`src/rtl/display_sequencer_if.sv`:
```
// Handshake and display bus between game logic (master) and the display sequencer (slave).
interface display_sequencer_if;
    logic        vs;
    logic        start;
    logic        game_over;
    logic        upd_req;
    logic [63:0] matrix_in;
    logic [63:0] matrix_out;
    logic [3:0]  mode;
    logic        upd_ack;
    logic [5:0]  frame_cnt;

    modport master (
        output vs, start, game_over, upd_req, matrix_in,
        input  matrix_out, mode, upd_ack, frame_cnt
    );

    modport slave (
        input  vs, start, game_over, upd_req, matrix_in,
        output matrix_out, mode, upd_ack, frame_cnt
    );
endinterface

```
`src/rtl/display_sequencer.sv`:
```
// Frame-synchronous screen sequencer: BEGIN/PLAY/OVER screens, blink on game over,
// and a once-per-frame board update handshake that never stalls the game logic.
module display_sequencer #(
    parameter int BLINK_HALF = 32
) (
    input logic               clk,
    input logic               rst,
    display_sequencer_if.slave bus
);
    localparam int BLINK_BIT = $clog2(BLINK_HALF);

    typedef enum logic [1:0] {
        ST_BEGIN = 2'd0,
        ST_PLAY  = 2'd1,
        ST_OVER  = 2'd2
    } state_t;

    state_t      state, state_next;
    logic        vs_d;
    logic        frame_tick;
    logic        start_pend;
    // One bit wider than frame_cnt so the blink bit exists even for BLINK_HALF = 64.
    logic [6:0]  cnt, cnt_next;
    logic [3:0]  mode_q, mode_next;
    logic [63:0] matrix_q;
    logic        ack_q;

    assign frame_tick     = vs_d & ~bus.vs;
    assign bus.mode       = mode_q;
    assign bus.matrix_out = matrix_q;
    assign bus.upd_ack    = ack_q;
    assign bus.frame_cnt  = cnt[5:0];

    always_ff @(posedge clk or posedge rst) begin
        if (rst) begin
            state <= ST_BEGIN;
        end else begin
            state <= state_next;
        end
    end

    // NOTE: every signal gets a default first so no path leaves it unassigned (no latch).
    always_comb begin
        state_next = state;
        cnt_next   = cnt;
        if (frame_tick) begin
            cnt_next = cnt + 7'd1;
            case (state)
                ST_BEGIN: if (start_pend) state_next = ST_PLAY;
                ST_PLAY: begin
                    if (bus.game_over) begin
                        state_next = ST_OVER;
                        cnt_next   = '0;
                    end
                end
                ST_OVER:  if (start_pend) state_next = ST_BEGIN;
                default:  state_next = ST_BEGIN;
            endcase
        end

        // Mode is computed from next-state values so the registered output is current.
        case (state_next)
            ST_PLAY: mode_next = 4'd1;
            ST_OVER: mode_next = cnt_next[BLINK_BIT] ? 4'd1 : 4'd2;
            default: mode_next = 4'd0;
        endcase
    end

    // NOTE: non-blocking assignments so every register samples pre-edge values.
    always_ff @(posedge clk or posedge rst) begin
        if (rst) begin
            vs_d       <= 1'b1;
            start_pend <= 1'b0;
            cnt        <= '0;
            mode_q     <= 4'd0;
            matrix_q   <= '0;
            ack_q      <= 1'b0;
        end else begin
            vs_d   <= bus.vs;
            cnt    <= cnt_next;
            mode_q <= mode_next;
            ack_q  <= frame_tick & bus.upd_req;

            if (state == ST_PLAY || (frame_tick && start_pend)) begin
                start_pend <= 1'b0;
            end else if (bus.start) begin
                start_pend <= 1'b1;
            end

            // Updates outside PLAY are acknowledged but discarded.
            if (frame_tick) begin
                if (state == ST_PLAY && bus.upd_req) begin
                    matrix_q <= bus.matrix_in;
                end else if (state == ST_OVER && start_pend) begin
                    matrix_q <= '0;
                end
            end
        end
    end
endmodule

```
`src/flat_wrapper.sv`:
```
// flat-port wrapper written by rule: the top's interface ports become plain ports
module display_sequencer_flat 
#(
    parameter int BLINK_HALF = 32
)
  (clk, rst, bus_vs, bus_start, bus_game_over, bus_upd_req, bus_matrix_in, bus_matrix_out, bus_mode, bus_upd_ack, bus_frame_cnt);
  display_sequencer_if bus_i ();
  input logic clk;
  input logic rst;
  input wire logic [$bits(bus_i.vs)-1:0] bus_vs;
  input wire logic [$bits(bus_i.start)-1:0] bus_start;
  input wire logic [$bits(bus_i.game_over)-1:0] bus_game_over;
  input wire logic [$bits(bus_i.upd_req)-1:0] bus_upd_req;
  input wire logic [$bits(bus_i.matrix_in)-1:0] bus_matrix_in;
  output wire logic [$bits(bus_i.matrix_out)-1:0] bus_matrix_out;
  output wire logic [$bits(bus_i.mode)-1:0] bus_mode;
  output wire logic [$bits(bus_i.upd_ack)-1:0] bus_upd_ack;
  output wire logic [$bits(bus_i.frame_cnt)-1:0] bus_frame_cnt;
  assign bus_i.vs = bus_vs;
  assign bus_i.start = bus_start;
  assign bus_i.game_over = bus_game_over;
  assign bus_i.upd_req = bus_upd_req;
  assign bus_i.matrix_in = bus_matrix_in;
  assign bus_matrix_out = bus_i.matrix_out;
  assign bus_mode = bus_i.mode;
  assign bus_upd_ack = bus_i.upd_ack;
  assign bus_frame_cnt = bus_i.frame_cnt;
  display_sequencer #(.BLINK_HALF(BLINK_HALF)) u_core (.clk(clk), .rst(rst), .bus(bus_i));
endmodule
```
`config.mk`:
```
export PLATFORM = sky130hd
export DESIGN_NAME = display_sequencer_flat
export DESIGN_NICKNAME = d
export VERILOG_FILES = /design/src/rtl/display_sequencer_if.sv /design/src/rtl/display_sequencer.sv /design/src/flat_wrapper.sv
export SDC_FILE = /design/constraint.sdc
export NUM_CORES = 1
export LEC_CHECK = 0
export BUFFER_PORTS_ARGS = -buffer_cell sky130_fd_sc_hd__buf_2
export CAP_MARGIN = 15
export CORE_AREA = 2 2 86 88
export CTS_CLUSTER_SIZE = 8
export DETAILED_ROUTE_END_ITERATION = 16
export DIE_AREA = 0 0 88 90
export GPL_TIMING_DRIVEN = 0
export MAX_ROUTING_LAYER = met4
export PLACE_DENSITY = 0.88
export SLEW_MARGIN = 25
export SYNTH_ARGS = -nofsm -noshare
export SYNTH_HDL_FRONTEND = slang
export SYNTH_SLANG_ARGS = --single-unit
```
`constraint.sdc`:
```
create_clock -name clk -period 5.85 [get_ports clk]
set_input_delay 0.585 -clock clk [delete_from_list [all_inputs] [get_ports clk]]
set_output_delay 0.585 -clock clk [all_outputs]
set_load 0.01 [all_outputs]
```
# After elaboration in Yosys (flattened, before gate mapping)
# Cells that the tools add are included.
[totals]
ff_bits = 80
ramBits = 0
memories = 0
romBits = 0
in_bits = 70
latch_bits = 0
elab_cells = 38
[classes]
n_reduce_logical = 8
n_mux = 14
n_eq_ne = 4
bitwise = 3
addsub = 1
multipliers = 0
div = 0
order_cmp = 0
n_shift = 0
[op_table]
columns = ["operator", "count"]
rows = [
  ["$mux W64", 2],
  ["$mux W7", 2],
  ["$mux W2", 5],
  ["$pmux W4 S2", 1],
  ["$add A7 B1 Y7 const B", 1],
  ["$mux W6", 1],
  ["$pmux W2 S3", 1],
  ["$eq A2 B1 Y1 const B", 2],
  ["$eq A2 B2 Y1 const B", 2],
  ["$reduce_bool A2 Y1", 2],
  ["$logic_and A1 B1 Y1", 3],
  ["$and A1 B1 Y1", 2],
  ["$logic_not A2 Y1", 1],
  ["$mux W1", 2],
  ["$reduce_and A2 Y1", 1],
  ["$logic_or A1 B1 Y1", 1],
  ["$not A1 Y1", 1],
]

# Depth between registers and ports, before layout
[logic_depth]
depth_word = 6
ltp_mapped = 8
depth_no_buf = 6

# Least setup slack after synthesis
# No wires, ideal clock.
[synth_path]
kind = "input to register"
start = "in bus_vs"
end = "reg u_core.mode_q[0], in the netlist u_core.bus.mode[0]"
n_path_buf = 2
setup_time_ns = 0.095
t_required_ns = 5.755
cell_stages = 8
arrival_time_ns = 1.925
path_slack_ns = 3.830
path_cell_list = "and2b_1 > buf_4 > buf_4 > o21ai_0 > a21o_1 > ha_1 > nand2b_1 > o31ai_1"
[synth_via]
elab_chain_len = 5
word_cells_on_any_way = 8
cone_classes = "eq/ne: 2; mux: 4; bitwise: 2"
[synth_lines]
columns = ["item", "line", "source"]
rows = [
  ["from (decl)", "flat_wrapper.sv:10", "input wire logic [$bits(bus_i.vs)-1:0] bus_vs;"],
  ["$not A1 Y1 *", "display_sequencer.sv:28", "assign frame_tick = vs_d & ~bus.vs;"],
  ["$and A1 B1 Y1 *", "display_sequencer.sv:28", ""],
  ["$mux W2 *", "display_sequencer.sv:46", "if (frame_tick) begin"],
  ["named net u_core.state_next[1]", "display_sequencer.sv:18", "state_t state, state_next;"],
  ["$eq A2 B2 Y1 / $eq A2 B1 Y1 (equally long branches)", "display_sequencer.sv:62", "case (state_next)"],
  ["$pmux W4 S2 *", "display_sequencer.sv:62", ""],
  ["named net u_core.mode_next[0]", "display_sequencer.sv:24", "logic [3:0] mode_q, mode_next;"],
  ["to (signal assigned)", "display_sequencer.sv:81", "mode_q <= mode_next;"],
  ["to (decl)", "display_sequencer.sv:24", ""],
]
# Mark *: on every way through the listed nets, which the timed path passes. The rest lies on a longest branch.
# A chain may end at the register's enable or synchronous reset.

# Worst setup path in the final report
[layout_path]
start = "reg u_core.vs_d"
end = "reg u_core.mode_q[0], in the netlist u_core.bus.mode[0]"
[layout_via]
elab_chain_len = 4
word_cells_on_any_way = 7
cone_classes = "eq/ne: 2; mux: 4; bitwise: 1"
[layout_lines]
columns = ["item", "line", "source"]
rows = [
  ["from (decl)", "display_sequencer.sv:19", "logic vs_d;"],
  ["from (signal assigned)", "display_sequencer.sv:79", "vs_d <= bus.vs;"],
  ["$and A1 B1 Y1 *", "display_sequencer.sv:28", ""],
  ["$mux W2 *", "display_sequencer.sv:46", ""],
  ["named net u_core.state_next[1]", "display_sequencer.sv:18", ""],
  ["$eq A2 B2 Y1 / $eq A2 B1 Y1 (equally long branches)", "display_sequencer.sv:62", ""],
  ["$pmux W4 S2 *", "display_sequencer.sv:62", ""],
  ["named net u_core.mode_next[0]", "display_sequencer.sv:24", ""],
]
# Marks and branches as above.

==> results.py <==
metrics = {
    "worst_setup_path": {
        "cp_data_required_time_ps": 6090,
        "cp_max_fo": 10,
        "arrival_ps": 2380,
        "crit_path_start_kind": "flop",
        "cp-end-kind": "flop",
        "reg2regPathDepth": 8,
        "critPathKind": "flop to flop",
    },
    "synthesis": {
        "synth-seq-cells": 77,
        "synth_seq_area_share": 0.538,
        "synthSimpleGateAreaFrac": 0.129,
        "yosys.area_share.xor_xnor": 0,
        "synth_top_family_by_area": "compound AO/OA/AOI/OAI gates",
        "synth_cell_types": 34,
        "synth_compound_area_frac": 0.188,
        "synth_top_cells_by_count": "dfrtp_1 (76), inv_1 (67), nand3_1 (65), o21ai_2 (60), buf_6 (12)",
        "synth_top_flop_cell": "dfrtp_1",
        "syn_area_um2": 3580,
        "synth_most_common_cell": "dfrtp_1",
        "synth_cells": 346,
        "synth_top_cell_by_area": "dfrtp_1",
        "synthAdderAreaFrac": 0.0105,
        "synth_area_leaders": "dfrtp_1 (53%), o21ai_2 (15%), nand3_1 (9.1%)",
        "async_flop_share": 1.00,
        "synth_top_area_frac": 0.531,
        "postSynthAreaPerCell_um2": 10.4,
        "synth_edf_count": 0,
        "synth-warning-count": 0,
        "synth_mux_area_frac": 0.00594,
    },
    "floorplan": {
        "die_x_um": 88,
        "fp.coreArea_um2": 7020,
        "die_h_um": 90,
        "start_util": 0.510,
        "num_rows": 31,
        "die_area_um2": 7920,
        "ios": 145,
    },
    "clock_network": {
        "cts_tree": "yes",
        "cts_made_buffers": 9,
        "cts_buffer_depth": 2,
        "postCtsSetupBuffers": 0,
        "cts_hold_buf": 0,
        "clk_pin_slew_ps": 90,
        "htreeDepth": 3,
        "cts_resized": 0,
        "cts_root_buffer": "clkbuf_8",
        "clk-insertion-delay-late_ps": 340,
        "cts_sinks": 77,
    },
    "place": {
        "gp_congestion": 0.769,
        "dp_slack_ps": 3470,
        "hpwl_um": 5940,
        "io_buffers": 142,
    },
    "timing": {
        "period_minus_slack_ps": 2140,
        "rsz0062_at_grt": "false",
        "worst_slack_ps": 3710,
        "setup_tns_ps": 0,
        "relSlewSlack": 0.664,
        "drv_slew": 0,
        "fin_skew_ps": 21.0,
        "post-route-period-util": 0.366,
        "worst_pin_slew_ps": 505,
        "setup_viol_count_final": 0,
        "hold_viol_final": 0,
        "max_freq_mhz": 467,
    },
    "power": {
        "cellPowerDensity_nw_per_um2": 504,
        "switching_share": 0.366,
        "cell_internal_pwr_mw": 1.49,
        "p_leak_nw": 2.44,
        "p_switching_uw": 862,
        "combinationalPowerShare": 0.415,
        "p_clk_frac": 0.189,
        "ir_drop_v": 0.000287,
        "p_seq_frac": 0.396,
    },
    "route": {
        "first_pass_iters": 4,
        "vias": 2937,
        "drc": 0,
        "wl_um": 8140,
        "drtIter0Drc": 109,
        "post_drt_wl_per_cell_um": 13.4,
        "viasPerCell": 4.85,
        "drtAntennaViolNets": 0,
    },
    "job": {
        "drv_cap": 0,
    },
    "final_layout": {
        "area_growth_pct": 30.2,
        "diodes": 0,
        "nNetsFinal": 574,
        "drive_above_1_share": 0.478,
    },
    "min_path": {
        "hold_path_class": "input port to async pin",
    },
    "global_route": {
        "grt_start_max_net_pins": 41,
        "grt-ovfl-total": 0,
        "grt_first_pass_wirelength_um": 13400,
        "antenna_found_initial": 0,
        "grt_usage": 0.218,
        "first_global_vias": 2918,
    },
    "status": {
        "outcome": "completed",
    },
}
## stage by stage
stage	hold slack (ps)	utilization	cell area (µm²)	cells	power [mW]
after floorplan	474	-	3590	347	1.55
after global placement	499	0.630	4420	588	1.88
after detailed placement	508	0.633	4440	589	1.92
after CTS	294	0.665	4670	605	2.38
after global routing	320	0.665	4670	605	2.52
final	282	0.665	4670	605	2.35
## power groups by stage
stage	combinational [mW]	sequential (mW)	clock, mW
after floorplan	0.493	1.05	0
after global placement	0.951	0.931	0
after detailed placement	0.988	0.936	0
after CTS	0.990	0.932	0.457
after global routing	1.07	0.965	0.477
final	0.975	0.933	0.444
## area by class of cell
class	instances	area [µm²]
inverters	67	254
clock buffers	11	141
plain buffers	24	204
well taps	99	124
clock inverters	5	81.3
flip-flops and latches	77	1930
fillers	558	2350
multi-input cells	179	1200
repair buffers	143	731
## layout by cell type (no fill, tap or decap), types with 3 or more instances in the layout
| cell | synthesis | final |
|---|---|---|
| buf_2 | 1 | 143 |
| dfrtp_1 | 76 | 76 |
| inv_1 | 67 | 66 |
| nand3_1 | 65 | 65 |
| o21ai_2 | 60 | 60 |
| buf_6 | 12 | 12 |
| o21ai_0 | 11 | 11 |
| clkbuf_8 | 0 | 10 |
| buf_4 | 6 | 6 |
| nand2_1 | 6 | 6 |
| clkbuf_1 | 5 | 6 |
| nor2_1 | 4 | 4 |
| and3b_1 | 3 | 3 |
| nand2b_1 | 3 | 3 |
| a21oi_1 | 3 | 3 |
| ha_1 | 3 | 3 |
## per-layer routing
layer,part of all wire,GRT usage
met1,0.45,0.281
met2,0.49,0.350
met3,0.050,0.0404
met4,0.0097,0.0641
met5,0,-
## sequential cells by signal, indices dropped and copies added (netlist names)
signal,cells
u_core.vs_d,1
u_core.bus.mode,2
u_core.cnt,6
u_core.state,2
u_core.bus.upd_ack,1
u_core.start_pend,1
u_core.bus.matrix_out,64
## kinds of logic after synthesis
| logic type | after synthesis |
|---|---|
| fa+ha+maj | 3 |
| flops | 77 |
| buf+inv | 91 |
| simple gates | 89 |
| compound gates | 83 |
| other cells | 1 |
| mux | 2 |
## worst max-delay path, stage by stage (launching register included)
cell      delay (ps)
dfstp_2          540
and2b_1          160
buf_4            190
buf_4            200
o21ai_0          130
a21o_1           220
ha_1             280
nand2b_1         140
o31ai_1          180
## worst paths after layout
kind | slack [ps] | end | startpoint
setup / recovery | 3710 | u_core.bus.mode[0]$_DFF_PP0_ | u_core.vs_d$_DFF_PP1_
hold reg to reg | 520 | u_core.start_pend$_DFFE_PP0P_ | u_core.start_pend$_DFFE_PP0P_
min in group clk | 380 | u_core.vs_d$_DFF_PP1_ | bus_vs
max in group asynchronous | 4920 | u_core.vs_d$_DFF_PP1_ | rst
hold / removal | 280 | u_core.bus.matrix_out[10]$_DFFE_PP0P_ | rst
setup reg to reg | 3710 | u_core.bus.mode[0]$_DFF_PP0_ | u_core.vs_d$_DFF_PP1_
(Power assumes the default switching activity.)
